==> config.mk <==
export PLATFORM = sky130hd
export DESIGN_NAME = hazard_scoreboard_flat
export DESIGN_NICKNAME = d
export VERILOG_FILES = /design/src/rtl/hazard_scoreboard_pkg.sv /design/src/rtl/hazard_scoreboard_if.sv /design/src/rtl/hazard_scoreboard_mdu_busy_counter.sv /design/src/rtl/hazard_scoreboard.sv /design/src/flat_wrapper.sv
export SDC_FILE = /design/constraint.sdc
export NUM_CORES = 1
export LEC_CHECK = 0
export CAP_MARGIN = 20
export CORE_UTILIZATION = 55
export DETAILED_ROUTE_END_ITERATION = 6
export DONT_BUFFER_PORTS = 1
export GPL_ROUTABILITY_DRIVEN = 0
export GPL_TIMING_DRIVEN = 0
export PLACE_DENSITY_LB_ADDON = 0.15
export SYNTH_ARGS = -nofsm -noshare
export SYNTH_HDL_FRONTEND = slang
export SYNTH_SLANG_ARGS = --single-unit
==> constraint.sdc <==
create_clock -name clk -period 2.6 [get_ports clk]
set_input_delay 0 -clock clk [delete_from_list [all_inputs] [get_ports clk]]
set_output_delay 0 -clock clk [all_outputs]
set_load 0.005 [all_outputs]
==> src/rtl/hazard_scoreboard_pkg.sv <==
// Shared types and constants for the hazard scoreboard: Tnew/Tuse encodings,
// default latencies, the in-flight slot record and the MDU busy-counter states.
package hazard_scoreboard_pkg;

    localparam int unsigned NSLOT_DEF    = 2;
    localparam int unsigned RA_W_DEF     = 5;
    localparam int unsigned T_W_DEF      = 3;
    localparam int unsigned MULT_LAT_DEF = 5;
    localparam int unsigned DIV_LAT_DEF  = 10;
    localparam int unsigned CNT_W_DEF    = 4;

    localparam logic [T_W_DEF-1:0] TNEW_LOAD = T_W_DEF'(2);
    localparam logic [T_W_DEF-1:0] TNEW_CALC = T_W_DEF'(1);
    localparam logic [T_W_DEF-1:0] TNEW_LINK = T_W_DEF'(0);
    localparam logic [T_W_DEF-1:0] TUSE_NONE = '1;

    // One in-flight writer; field widths follow the package address/Tnew widths
    typedef struct packed {
        logic                v;
        logic                we;
        logic [RA_W_DEF-1:0] a3;
        logic [T_W_DEF-1:0]  tnew;
    } slot_t;

    typedef enum logic {
        MDU_IDLE = 1'b0,
        MDU_BUSY = 1'b1
    } mdu_state_e;

    function automatic logic [T_W_DEF-1:0] tnew_dec(input logic [T_W_DEF-1:0] t);
        return (t == '0) ? t : t - T_W_DEF'(1);
    endfunction

endpackage

==> src/rtl/hazard_scoreboard_if.sv <==
// D-stage hazard query bus: decoded D fields and flush in, stall and
// forwarding-select results out.
interface hazard_scoreboard_if
    import hazard_scoreboard_pkg::*;
#(
    parameter int unsigned NSLOT = NSLOT_DEF,
    parameter int unsigned RA_W  = RA_W_DEF,
    parameter int unsigned T_W   = T_W_DEF
);
    logic             d_valid;
    logic [RA_W-1:0]  d_a1;
    logic [RA_W-1:0]  d_a2;
    logic [T_W-1:0]   d_tuse_rs;
    logic [T_W-1:0]   d_tuse_rt;
    logic             d_we;
    logic [RA_W-1:0]  d_a3;
    logic [T_W-1:0]   d_tnew;
    logic             d_hilo;
    logic             d_md_start;
    logic             d_md_div;
    logic             flush;
    logic             stall;
    logic             stall_mdu;
    logic             mdu_busy;
    logic [NSLOT-1:0] rs_hit;
    logic [NSLOT-1:0] rt_hit;

    modport master (
        output d_valid, d_a1, d_a2, d_tuse_rs, d_tuse_rt, d_we, d_a3, d_tnew,
               d_hilo, d_md_start, d_md_div, flush,
        input  stall, stall_mdu, mdu_busy, rs_hit, rt_hit
    );

    modport slave (
        input  d_valid, d_a1, d_a2, d_tuse_rs, d_tuse_rt, d_we, d_a3, d_tnew,
               d_hilo, d_md_start, d_md_div, flush,
        output stall, stall_mdu, mdu_busy, rs_hit, rt_hit
    );
endinterface

==> src/rtl/hazard_scoreboard_mdu_busy_counter.sv <==
// HI/LO busy counter: loads the op latency on issue into E and counts down to
// idle; clear (flush) has priority over load.
module mdu_busy_counter
    import hazard_scoreboard_pkg::*;
#(
    parameter int unsigned MULT_LAT = MULT_LAT_DEF,
    parameter int unsigned DIV_LAT  = DIV_LAT_DEF,
    parameter int unsigned CNT_W    = CNT_W_DEF
) (
    input  logic clk,
    input  logic reset,
    input  logic load,
    input  logic is_div,
    input  logic clear,
    output logic busy
);
    mdu_state_e       state_q, state_d;
    logic [CNT_W-1:0] cnt_q, cnt_d;

    always_ff @(posedge clk or posedge reset) begin
        if (reset) begin
            state_q <= MDU_IDLE;
            cnt_q   <= '0;
        end else begin
            state_q <= state_d;
            cnt_q   <= cnt_d;
        end
    end

    always_comb begin
        state_d = state_q;
        cnt_d   = cnt_q;
        if (clear) begin
            state_d = MDU_IDLE;
            cnt_d   = '0;
        end else if (load) begin
            state_d = MDU_BUSY;
            cnt_d   = is_div ? CNT_W'(DIV_LAT) : CNT_W'(MULT_LAT);
        end else begin
            case (state_q)
                MDU_IDLE: ;
                MDU_BUSY: begin
                    cnt_d = cnt_q - CNT_W'(1);
                    if (cnt_q == CNT_W'(1)) state_d = MDU_IDLE;
                end
                default: state_d = MDU_IDLE;
            endcase
        end
    end

    assign busy = (state_q == MDU_BUSY);

endmodule

==> src/rtl/hazard_scoreboard.sv <==
// Stall/hazard unit: shift register of in-flight writers behind D with
// per-writer Tnew, youngest-match forwarding select and HI/LO busy tracking.
module hazard_scoreboard
    import hazard_scoreboard_pkg::*;
#(
    parameter int unsigned NSLOT    = NSLOT_DEF,
    parameter int unsigned RA_W     = RA_W_DEF,
    parameter int unsigned T_W      = T_W_DEF,
    parameter int unsigned MULT_LAT = MULT_LAT_DEF,
    parameter int unsigned DIV_LAT  = DIV_LAT_DEF,
    parameter int unsigned CNT_W    = CNT_W_DEF
) (
    input logic               clk,
    input logic               reset,
    hazard_scoreboard_if.slave hz
);
    slot_t            slot_q [NSLOT];
    slot_t            slot_d [NSLOT];
    logic [NSLOT-1:0] rs_match, rt_match;
    logic [NSLOT-1:0] rs_hit, rt_hit;
    logic [NSLOT-1:0] rs_late, rt_late;
    logic             stall_rs, stall_rt, stall_mdu, stall;
    logic             md_load, mdu_busy;

    // Priority pick: a slot hits only if no younger (lower-index) slot matches
    for (genvar i = 0; i < NSLOT; i++) begin : g_pick
        assign rs_match[i] = slot_q[i].v && slot_q[i].we && (slot_q[i].a3 != '0)
                             && (RA_W'(slot_q[i].a3) == hz.d_a1);
        assign rt_match[i] = slot_q[i].v && slot_q[i].we && (slot_q[i].a3 != '0)
                             && (RA_W'(slot_q[i].a3) == hz.d_a2);
        assign rs_late[i]  = hz.d_tuse_rs < T_W'(slot_q[i].tnew);
        assign rt_late[i]  = hz.d_tuse_rt < T_W'(slot_q[i].tnew);
        if (i == 0) begin : g_youngest
            assign rs_hit[i] = rs_match[i];
            assign rt_hit[i] = rt_match[i];
        end else begin : g_older
            assign rs_hit[i] = rs_match[i] && !(|rs_match[i-1:0]);
            assign rt_hit[i] = rt_match[i] && !(|rt_match[i-1:0]);
        end
    end

    assign stall_rs  = |(rs_hit & rs_late);
    assign stall_rt  = |(rt_hit & rt_late);
    assign stall_mdu = hz.d_valid && hz.d_hilo && mdu_busy;
    assign stall     = hz.d_valid && (stall_rs || stall_rt || stall_mdu);
    assign md_load   = hz.d_valid && hz.d_md_start && !stall && !hz.flush;

    // Slots always advance; a stalled or flushed D enters E as a bubble
    always_comb begin
        for (int i = 0; i < NSLOT; i++) slot_d[i] = '0;
        if (!hz.flush) begin
            slot_d[0].v    = hz.d_valid && !stall;
            slot_d[0].we   = hz.d_we;
            slot_d[0].a3   = RA_W_DEF'(hz.d_a3);
            slot_d[0].tnew = T_W_DEF'(hz.d_tnew);
            for (int i = 1; i < NSLOT; i++) begin
                slot_d[i]      = slot_q[i-1];
                slot_d[i].tnew = tnew_dec(slot_q[i-1].tnew);
            end
        end
    end

    always_ff @(posedge clk or posedge reset) begin
        if (reset) begin
            for (int i = 0; i < NSLOT; i++) slot_q[i] <= '0;
        end else begin
            slot_q <= slot_d;
        end
    end

    mdu_busy_counter #(
        .MULT_LAT (MULT_LAT),
        .DIV_LAT  (DIV_LAT),
        .CNT_W    (CNT_W)
    ) u_mdu_busy (
        .clk    (clk),
        .reset  (reset),
        .load   (md_load),
        .is_div (hz.d_md_div),
        .clear  (hz.flush),
        .busy   (mdu_busy)
    );

    assign hz.stall     = stall;
    assign hz.stall_mdu = stall_mdu;
    assign hz.mdu_busy  = mdu_busy;
    assign hz.rs_hit    = rs_hit;
    assign hz.rt_hit    = rt_hit;

endmodule

==> src/flat_wrapper.sv <==
// flat-port wrapper written by rule: the top's interface ports become plain ports
module hazard_scoreboard_flat import hazard_scoreboard_pkg::*;
#(
    parameter int unsigned NSLOT    = NSLOT_DEF,
    parameter int unsigned RA_W     = RA_W_DEF,
    parameter int unsigned T_W      = T_W_DEF,
    parameter int unsigned MULT_LAT = MULT_LAT_DEF,
    parameter int unsigned DIV_LAT  = DIV_LAT_DEF,
    parameter int unsigned CNT_W    = CNT_W_DEF
)
  (clk, reset, hz_d_valid, hz_d_a1, hz_d_a2, hz_d_tuse_rs, hz_d_tuse_rt, hz_d_we, hz_d_a3, hz_d_tnew, hz_d_hilo, hz_d_md_start, hz_d_md_div, hz_flush, hz_stall, hz_stall_mdu, hz_mdu_busy, hz_rs_hit, hz_rt_hit);
  hazard_scoreboard_if #(.NSLOT(NSLOT), .RA_W(RA_W), .T_W(T_W)) hz_i ();
  input logic clk;
  input logic reset;
  input wire logic [$bits(hz_i.d_valid)-1:0] hz_d_valid;
  input wire logic [$bits(hz_i.d_a1)-1:0] hz_d_a1;
  input wire logic [$bits(hz_i.d_a2)-1:0] hz_d_a2;
  input wire logic [$bits(hz_i.d_tuse_rs)-1:0] hz_d_tuse_rs;
  input wire logic [$bits(hz_i.d_tuse_rt)-1:0] hz_d_tuse_rt;
  input wire logic [$bits(hz_i.d_we)-1:0] hz_d_we;
  input wire logic [$bits(hz_i.d_a3)-1:0] hz_d_a3;
  input wire logic [$bits(hz_i.d_tnew)-1:0] hz_d_tnew;
  input wire logic [$bits(hz_i.d_hilo)-1:0] hz_d_hilo;
  input wire logic [$bits(hz_i.d_md_start)-1:0] hz_d_md_start;
  input wire logic [$bits(hz_i.d_md_div)-1:0] hz_d_md_div;
  input wire logic [$bits(hz_i.flush)-1:0] hz_flush;
  output wire logic [$bits(hz_i.stall)-1:0] hz_stall;
  output wire logic [$bits(hz_i.stall_mdu)-1:0] hz_stall_mdu;
  output wire logic [$bits(hz_i.mdu_busy)-1:0] hz_mdu_busy;
  output wire logic [$bits(hz_i.rs_hit)-1:0] hz_rs_hit;
  output wire logic [$bits(hz_i.rt_hit)-1:0] hz_rt_hit;
  assign hz_i.d_valid = hz_d_valid;
  assign hz_i.d_a1 = hz_d_a1;
  assign hz_i.d_a2 = hz_d_a2;
  assign hz_i.d_tuse_rs = hz_d_tuse_rs;
  assign hz_i.d_tuse_rt = hz_d_tuse_rt;
  assign hz_i.d_we = hz_d_we;
  assign hz_i.d_a3 = hz_d_a3;
  assign hz_i.d_tnew = hz_d_tnew;
  assign hz_i.d_hilo = hz_d_hilo;
  assign hz_i.d_md_start = hz_d_md_start;
  assign hz_i.d_md_div = hz_d_md_div;
  assign hz_i.flush = hz_flush;
  assign hz_stall = hz_i.stall;
  assign hz_stall_mdu = hz_i.stall_mdu;
  assign hz_mdu_busy = hz_i.mdu_busy;
  assign hz_rs_hit = hz_i.rs_hit;
  assign hz_rt_hit = hz_i.rt_hit;
  hazard_scoreboard #(.NSLOT(NSLOT), .RA_W(RA_W), .T_W(T_W), .MULT_LAT(MULT_LAT), .DIV_LAT(DIV_LAT), .CNT_W(CNT_W)) u_core (.clk(clk), .reset(reset), .hz(hz_i));
endmodule
; Yosys cells after proc, flatten, opt, wreduce, memory -nomap -nowiden
; Cells that the tools add are included.
[totals]
register_bits = 25
input_bits = 32
output_inout_bits = 7
word_cells = 62
[classes]
addsub = 2
magnitude_cmp = 4
eq_ne = 5
muxes = 10
bitwise = 2
reduce_logical = 29
[op_table]
columns = op, count
row1 = $eq A5 B5 Y1, 4
row2 = $mux W20, 1
row3 = $logic_and A1 B1 Y1, 17
row4 = $mux W4, 4
row5 = $lt A3 B3 Y1, 4
row6 = $reduce_bool A5 Y1, 2
row7 = $and A2 B2 Y2, 2
row8 = $eq A4 B1 Y1 const B, 1
row9 = $logic_not A1 Y1, 4
row10 = $mux W1, 4
row11 = $reduce_or A2 Y1, 2
row12 = $sub A4 B1 Y4 const B, 1
row13 = $logic_not A3 Y1, 1
row14 = $mux W3, 1
row15 = $reduce_bool A3 Y1, 1
row16 = $sub A3 B1 Y3 const B, 1
row17 = $logic_or A1 B1 Y1, 2

; Depth between registers and ports, before layout
[logic_depth]
ltp_word = 15
depth_mapped = 7
mapped_depth_nobuf = 7

; Hierarchy
; Synthesis repeated with hierarchy kept, for this count alone.
[unflattened]
cells_unflattened = 148
area_unflattened_um2 = 1562.7
[by_module_without_submodules]
columns = module, n_inst, cells_each, area_each_um2, seq_area_each_um2
row1 = hazard_scoreboard, 1, 121, 1277.5, 500.5
row2 = mdu_busy_counter, 1, 27, 285.3, 125.1

; Least setup slack after synthesis
; OpenSTA, ideal clock, no wires.
[synth_timing]
path_kind = flip-flop to flip-flop
startpoint = register u_core.slot_q[16] (netlist bit)
endpoint = register u_core.u_mdu_busy.cnt_q[0]
setup_time_ps = 125
arrival_time_ps = 2113
required_ps = 2475
setup_slack_ps = 362
stages_incl_launch_ff = 7
path_buffers = 0
period_less_slack_ps = 2238
cell_sequence = dfrtp_1 or4_4 o21ai_2 nor4_2 or4_4 nand4_4 mux2_4
[synth_between]
elab_chain_len = 15
word_cells_on_any_way = 23
cone_classes = eq/ne: 2 / mux: 2 / bitwise: 2 / reduce/logical: 17
[synth_lines]
columns = item, line_no
row1 = from (decl), hazard_scoreboard.sv:17  ; slot_t slot_q [NSLOT];
row2 = from (signal assigned), hazard_scoreboard.sv:67  ; slot_q <= slot_d;
row3 = $reduce_bool A5 Y1, hazard_scoreboard.sv:27  ; assign rs_match[i] = slot_q[i].v && slot_q[i].we && (slot_q[i].a3 != '0)
row4 = $logic_and A1 B1 Y1, hazard_scoreboard.sv:27
row5 = $logic_and A1 B1 Y1 *, hazard_scoreboard.sv:28  ; && (RA_W'(slot_q[i].a3) == hz.d_a1);
row6 = net hz_rs_hit[0], flat_wrapper.sv:30  ; output wire logic [$bits(hz_i.rs_hit)-1:0] hz_rs_hit;
row7 = $logic_not A1 Y1, hazard_scoreboard.sv:37  ; assign rs_hit[i] = rs_match[i] && !(|rs_match[i-1:0]);
row8 = $logic_and A1 B1 Y1, hazard_scoreboard.sv:37
row9 = $and A2 B2 Y2 *, hazard_scoreboard.sv:42  ; assign stall_rs = |(rs_hit & rs_late);
row10 = $reduce_or A2 Y1 *, hazard_scoreboard.sv:42
row11 = $logic_or A1 B1 Y1 * (2 in a row), hazard_scoreboard.sv:45  ; assign stall = hz.d_valid && (stall_rs || stall_rt || stall_mdu);
row12 = $logic_and A1 B1 Y1 *, hazard_scoreboard.sv:45
row13 = $logic_not A1 Y1 *, hazard_scoreboard.sv:46  ; assign md_load = hz.d_valid && hz.d_md_start && !stall && !hz.flush;
row14 = $logic_and A1 B1 Y1 * (2 in a row), hazard_scoreboard.sv:46
row15 = $mux W4, hazard_scoreboard_mdu_busy_counter.sv:36  ; end else if (load) begin
row16 = $mux W4, hazard_scoreboard_mdu_busy_counter.sv:33  ; if (clear) begin
row17 = to (signal assigned), hazard_scoreboard_mdu_busy_counter.sv:26  ; cnt_q <= cnt_d;
row18 = to (decl), hazard_scoreboard_mdu_busy_counter.sv:18  ; logic [CNT_W-1:0] cnt_q, cnt_d;
; The timed path passes the listed nets; every way through them passes the cells marked *.
; A chain may end at the register's enable or synchronous reset.

; Final worst setup path
[layout_timing]
startpoint = register u_core.slot_q[16] (netlist bit)
endpoint = output port hz_stall
[layout_between]
elab_chain_len = 10
word_cells_on_any_way = 17
cone_classes = eq/ne: 2 / bitwise: 2 / reduce/logical: 13
[layout_lines]
columns = item, line_no
row1 = $reduce_bool A5 Y1, hazard_scoreboard.sv:27
row2 = $logic_and A1 B1 Y1, hazard_scoreboard.sv:27
row3 = $logic_and A1 B1 Y1 *, hazard_scoreboard.sv:28
row4 = net hz_rs_hit[0], flat_wrapper.sv:30
row5 = $logic_not A1 Y1, hazard_scoreboard.sv:37
row6 = $logic_and A1 B1 Y1, hazard_scoreboard.sv:37
row7 = $and A2 B2 Y2 *, hazard_scoreboard.sv:42
row8 = $reduce_or A2 Y1 *, hazard_scoreboard.sv:42
row9 = $logic_or A1 B1 Y1 * (2 in a row), hazard_scoreboard.sv:45
row10 = $logic_and A1 B1 Y1 *, hazard_scoreboard.sv:45
row11 = to (decl), flat_wrapper.sv:27  ; output wire logic [$bits(hz_i.stall)-1:0] hz_stall;
; Marks and branches as above.

==> run_summary.xml <==
<?xml version="1.0" encoding="UTF-8"?>
<metrics>
  <group name="placed_design">
    <metric name="dp.final_hpwl" unit="mm">2.28</metric>
    <metric name="dpl-instance-area" unit="sq um">1590</metric>
    <metric name="dp.cells" unit="">182</metric>
    <metric name="portBuffers" unit="">0</metric>
  </group>
  <group name="yosys">
    <metric name="ys_async_sr_fraction" unit="">1.00</metric>
    <metric name="yosys_register_bits" unit="">25</metric>
    <metric name="synth_top_family_by_area" unit="">simple AND/OR/NAND/NOR gates</metric>
    <metric name="synth-warning-count" unit="">0</metric>
    <metric name="ys.flop_type" unit="">dfrtp_1</metric>
    <metric name="synth_largest_area_cell" unit="">dfrtp_1</metric>
    <metric name="yosysTopAreaCellShare" unit="">0.404</metric>
    <metric name="syn_nets" unit="">196</metric>
    <metric name="yosys.area_share.simple" unit="">0.232</metric>
    <metric name="synth_compound_gate_area_share" unit="">0.0646</metric>
    <metric name="postSynthCellCount" unit="">152</metric>
    <metric name="count_of_flip_flops_with_a_built_in_enable_after_synthesis" unit="">0</metric>
    <metric name="synthMuxAreaShare" unit="">0.0355</metric>
    <metric name="netlist_area_pre_place" unit="sq um">1550</metric>
    <metric name="synth.distinct_cells" unit="">34</metric>
    <metric name="seq_area_frac_synth" unit="">0.404</metric>
    <metric name="syn_avg_cell_area" unit="sq um">10.2</metric>
    <metric name="post_synth_fa_ha_maj_area_fraction" unit="">0.0969</metric>
    <metric name="post_synth_main_area_contributors" unit="">dfrtp_1 (40%), ha_1 (9.7%), xnor2_1 (7.3%)</metric>
    <metric name="synthesized_area_fraction_occupied_by_xor_and_xnor_cells" unit="">0.136</metric>
  </group>
  <group name="global_routing">
    <metric name="gr-total-overflow" unit="">0</metric>
    <metric name="grt_start_max_net_pins" unit="">26</metric>
    <metric name="first_global_vias" unit="">1039</metric>
    <metric name="grt_antenna_before_repair" unit="">0</metric>
    <metric name="wire_length_of_the_first_global_routing_pass" unit="mm">4.46</metric>
    <metric name="globalRouteTotalUtil" unit="">0.213</metric>
  </group>
  <group name="timing">
    <metric name="grt_setup_unrepaired" unit="">no</metric>
    <metric name="maximum_operating_frequency" unit="GHz">0.413</metric>
    <metric name="max_slew.worst_pin.slew" unit="ns">0.903</metric>
    <metric name="report.final.setup_viol" unit="">0</metric>
    <metric name="hold_viol_final" unit="">0</metric>
    <metric name="fin_setup_tns" unit="ns">0</metric>
    <metric name="worst_slew_margin_rel" unit="">0.397</metric>
    <metric name="hold_slack" unit="ns">0.0465</metric>
    <metric name="timing.final.max_slew_violations" unit="">0</metric>
    <metric name="timing.clock.skew" unit="ns">0.00395</metric>
    <metric name="final_min_period_over_clock_period" unit="">0.931</metric>
    <metric name="timing.final.crit_period" unit="ns">2.42</metric>
  </group>
  <group name="clock_network">
    <metric name="clk-insertion-delay-late" unit="ns">0.31</metric>
    <metric name="cts_tree" unit="">built</metric>
    <metric name="clock-root-buffer" unit="">clkbuf_4</metric>
    <metric name="cts.reportedPaths.clkPinSlew" unit="ns">0.13</metric>
    <metric name="cts_num_sinks" unit="">25</metric>
    <metric name="clock_tree.buffer_depth" unit="">2</metric>
    <metric name="cts_inserted_buffers" unit="">3</metric>
    <metric name="htree_num_levels" unit="">1</metric>
  </group>
  <group name="min_path">
    <metric name="worstHoldPathType" unit="">in2reg</metric>
    <metric name="min_delay_path_depth" unit="">2</metric>
    <metric name="min_from" unit="">hz_flush</metric>
    <metric name="holdPathEnd" unit="">u_core.slot_q[3]</metric>
  </group>
  <group name="floorplanning">
    <metric name="placementRows" unit="">18</metric>
    <metric name="area_of_the_placeable_core" unit="sq um">2570</metric>
    <metric name="die_x" unit="um">55.1</metric>
    <metric name="floorplan.io_pins" unit="">39</metric>
    <metric name="floorplan.initialDensity" unit="">0.604</metric>
    <metric name="dieHeight" unit="um">55.1</metric>
    <metric name="fp.dieArea" unit="sq um">3030</metric>
  </group>
  <group name="detailed_routing">
    <metric name="firstDrtPassIters" unit="">4</metric>
    <metric name="vias_per_cell" unit="">5.57</metric>
    <metric name="drt_drc_violations_left" unit="">0</metric>
    <metric name="detailedRoute.firstIterationViolations" unit="">14</metric>
    <metric name="antenna_left" unit="">0</metric>
    <metric name="wl_per_instance" unit="um">14.7</metric>
    <metric name="route.final.wire_length" unit="mm">2.94</metric>
    <metric name="dr_total_vias" unit="">1113</metric>
  </group>
  <group name="worst_setup_path">
    <metric name="timing_worst_setup_path_type" unit="">reg2out</metric>
    <metric name="critPathRequiredTime" unit="ns">2.60</metric>
    <metric name="endpoint_kind" unit="">output port</metric>
    <metric name="startpoint_class" unit="">register</metric>
    <metric name="worst_r2r_startpoint" unit="">u_core.slot_q[16]</metric>
    <metric name="crit_path_start" unit="">u_core.slot_q[16]</metric>
    <metric name="r2r_setup_slack" unit="ns">0.19</metric>
    <metric name="r2r-end" unit="">u_core.u_mdu_busy.cnt_q[0]</metric>
    <metric name="critical_path.max_fanout" unit="">4</metric>
    <metric name="cp_data_arrival_time" unit="ns">2.42</metric>
    <metric name="rr_worst_depth" unit="">6</metric>
  </group>
  <group name="finish">
    <metric name="multi_input_area" unit="sq um">876</metric>
    <metric name="synthToLayoutAreaGrowth" unit="%">13.2</metric>
    <metric name="filler_cell_count" unit="">214</metric>
    <metric name="stdcell_count" unit="">200</metric>
    <metric name="antenna_cells" unit="">0</metric>
    <metric name="layout.nets" unit="">215</metric>
    <metric name="final_util" unit="">0.684</metric>
    <metric name="final_area" unit="sq um">1760</metric>
    <metric name="layout-drive-gt1-share" unit="">0.0824</metric>
    <metric name="sequential_cell_area" unit="sq um">626</metric>
  </group>
  <group name="pwr">
    <metric name="peakVddDrop" unit="V">0.000370</metric>
    <metric name="ratio_of_total_power_to_cell_area" unit="nW/um^2">429</metric>
    <metric name="leakage_power" unit="nW">0.807</metric>
  </group>
  <group name="flow_run">
    <metric name="drv_cap" unit="">0</metric>
  </group>
  <group name="status">
    <metric name="outcome" unit="">completed</metric>
  </group>
</metrics>
-- flip-flops by register name, summed over array words and instances, names as in the netlist --
register / count
u_core.u_mdu_busy.busy: 1
u_core.slot_q: 20
u_core.u_mdu_busy.cnt_q: 4
-- through the flow --
step,power (mW),setup slack (ns)
after floorplan,0.548,0.362
after global placement,0.568,0.260
after detailed placement,0.574,0.217
after CTS,0.761,0.152
after global routing,0.800,0.0660
final,0.753,0.179
-- layout make-up --
class                   count  area share
plain buffers               2     0.00428
clock buffers               3      0.0128
clock inverters             1     0.00428
inverters                  11      0.0235
multi-input cells         114       0.499
flip-flops and latches     25       0.356
well taps                  30      0.0214
repair buffers             14      0.0784
-- per-layer routing --
metal,up-vias,part of all wire,wire [um],global-route usage
li1,543,-,-,-
met3,2,0.056,164,0.0273
met5,-,0,0,0
met1,538,0.44,1290,0.271
met2,30,0.50,1480,0.376
met4,0,0.0027,8,0.0625
-- cells in the final DEF, fill, tap and decap left out, types with 4 or more instances in the layout --
cell           count
nor2b_1           17
nor2_1            11
a21oi_1            6
inv_1             11
xnor2_1           13
dlygate4sd3_1     13
nand2b_1           4
nand2_1            6
xor2_1            11
ha_1              12
dfrtp_1           25
-- worst max-delay path by stage --
stage	slack, ns	cells after the start	end
global route	0.07	7	hz_stall
global placement	0.26	6	u_core.u_mdu_busy.cnt_q[0]
floorplan	0.36	6	u_core.u_mdu_busy.cnt_q[0]
detailed placement	0.22	6	u_core.u_mdu_busy.cnt_q[2]
finish	0.18	6	hz_stall
CTS	0.15	6	hz_stall
-- critical path, stage by stage (launching register included) --
cell	delay, ns
dfrtp_1	0.48
or4_4	0.58
o21ai_2	0.14
nor4_2	0.09
or4_4	0.55
nand3_1	0.12
and2_1	0.15
-- cells in the mapped netlist, drive strengths merged (2+ instances only) --
cell type  number
nor2           11
nand2           6
a21o            3
xor2           11
dfrtp          25
nand2b          4
and2            3
inv            11
clkbuf          2
or4             2
nor2b          17
nand3           3
mux2            3
nor4            3
nand4           2
a21oi           6
xnor2          13
nor3            2
ha             12
-- power by group --
part	internal [mW]	switching (mW)
combinational	0.0805	0.0665
sequential	0.412	0.0237
clock	0.0587	0.112
total	0.551	0.202
-- logic make-up after synthesis --
| logic type | count (synthesis) |
|---|---|
| and+or+nand+nor | 59 |
| DFF | 25 |
| xor gates and xnor gates | 24 |
| AOI/OAI and AO/OA | 15 |
| buffers and inverters | 13 |
| adders and majority gates | 12 |
| muxes | 4 |
-- what timing repair did --
| item | in CTS | in global routing |
|---|---|---|
| setup buffers | 0 | 1 |
| setup endpoints to repair | 0 | 1 |
| resized for setup | 0 | 0 |
| endpoints found under the hold margin | 39 | 0 |
| hold buffers | 13 | 0 |
Note: power is estimated with default switching activity, not from simulation.
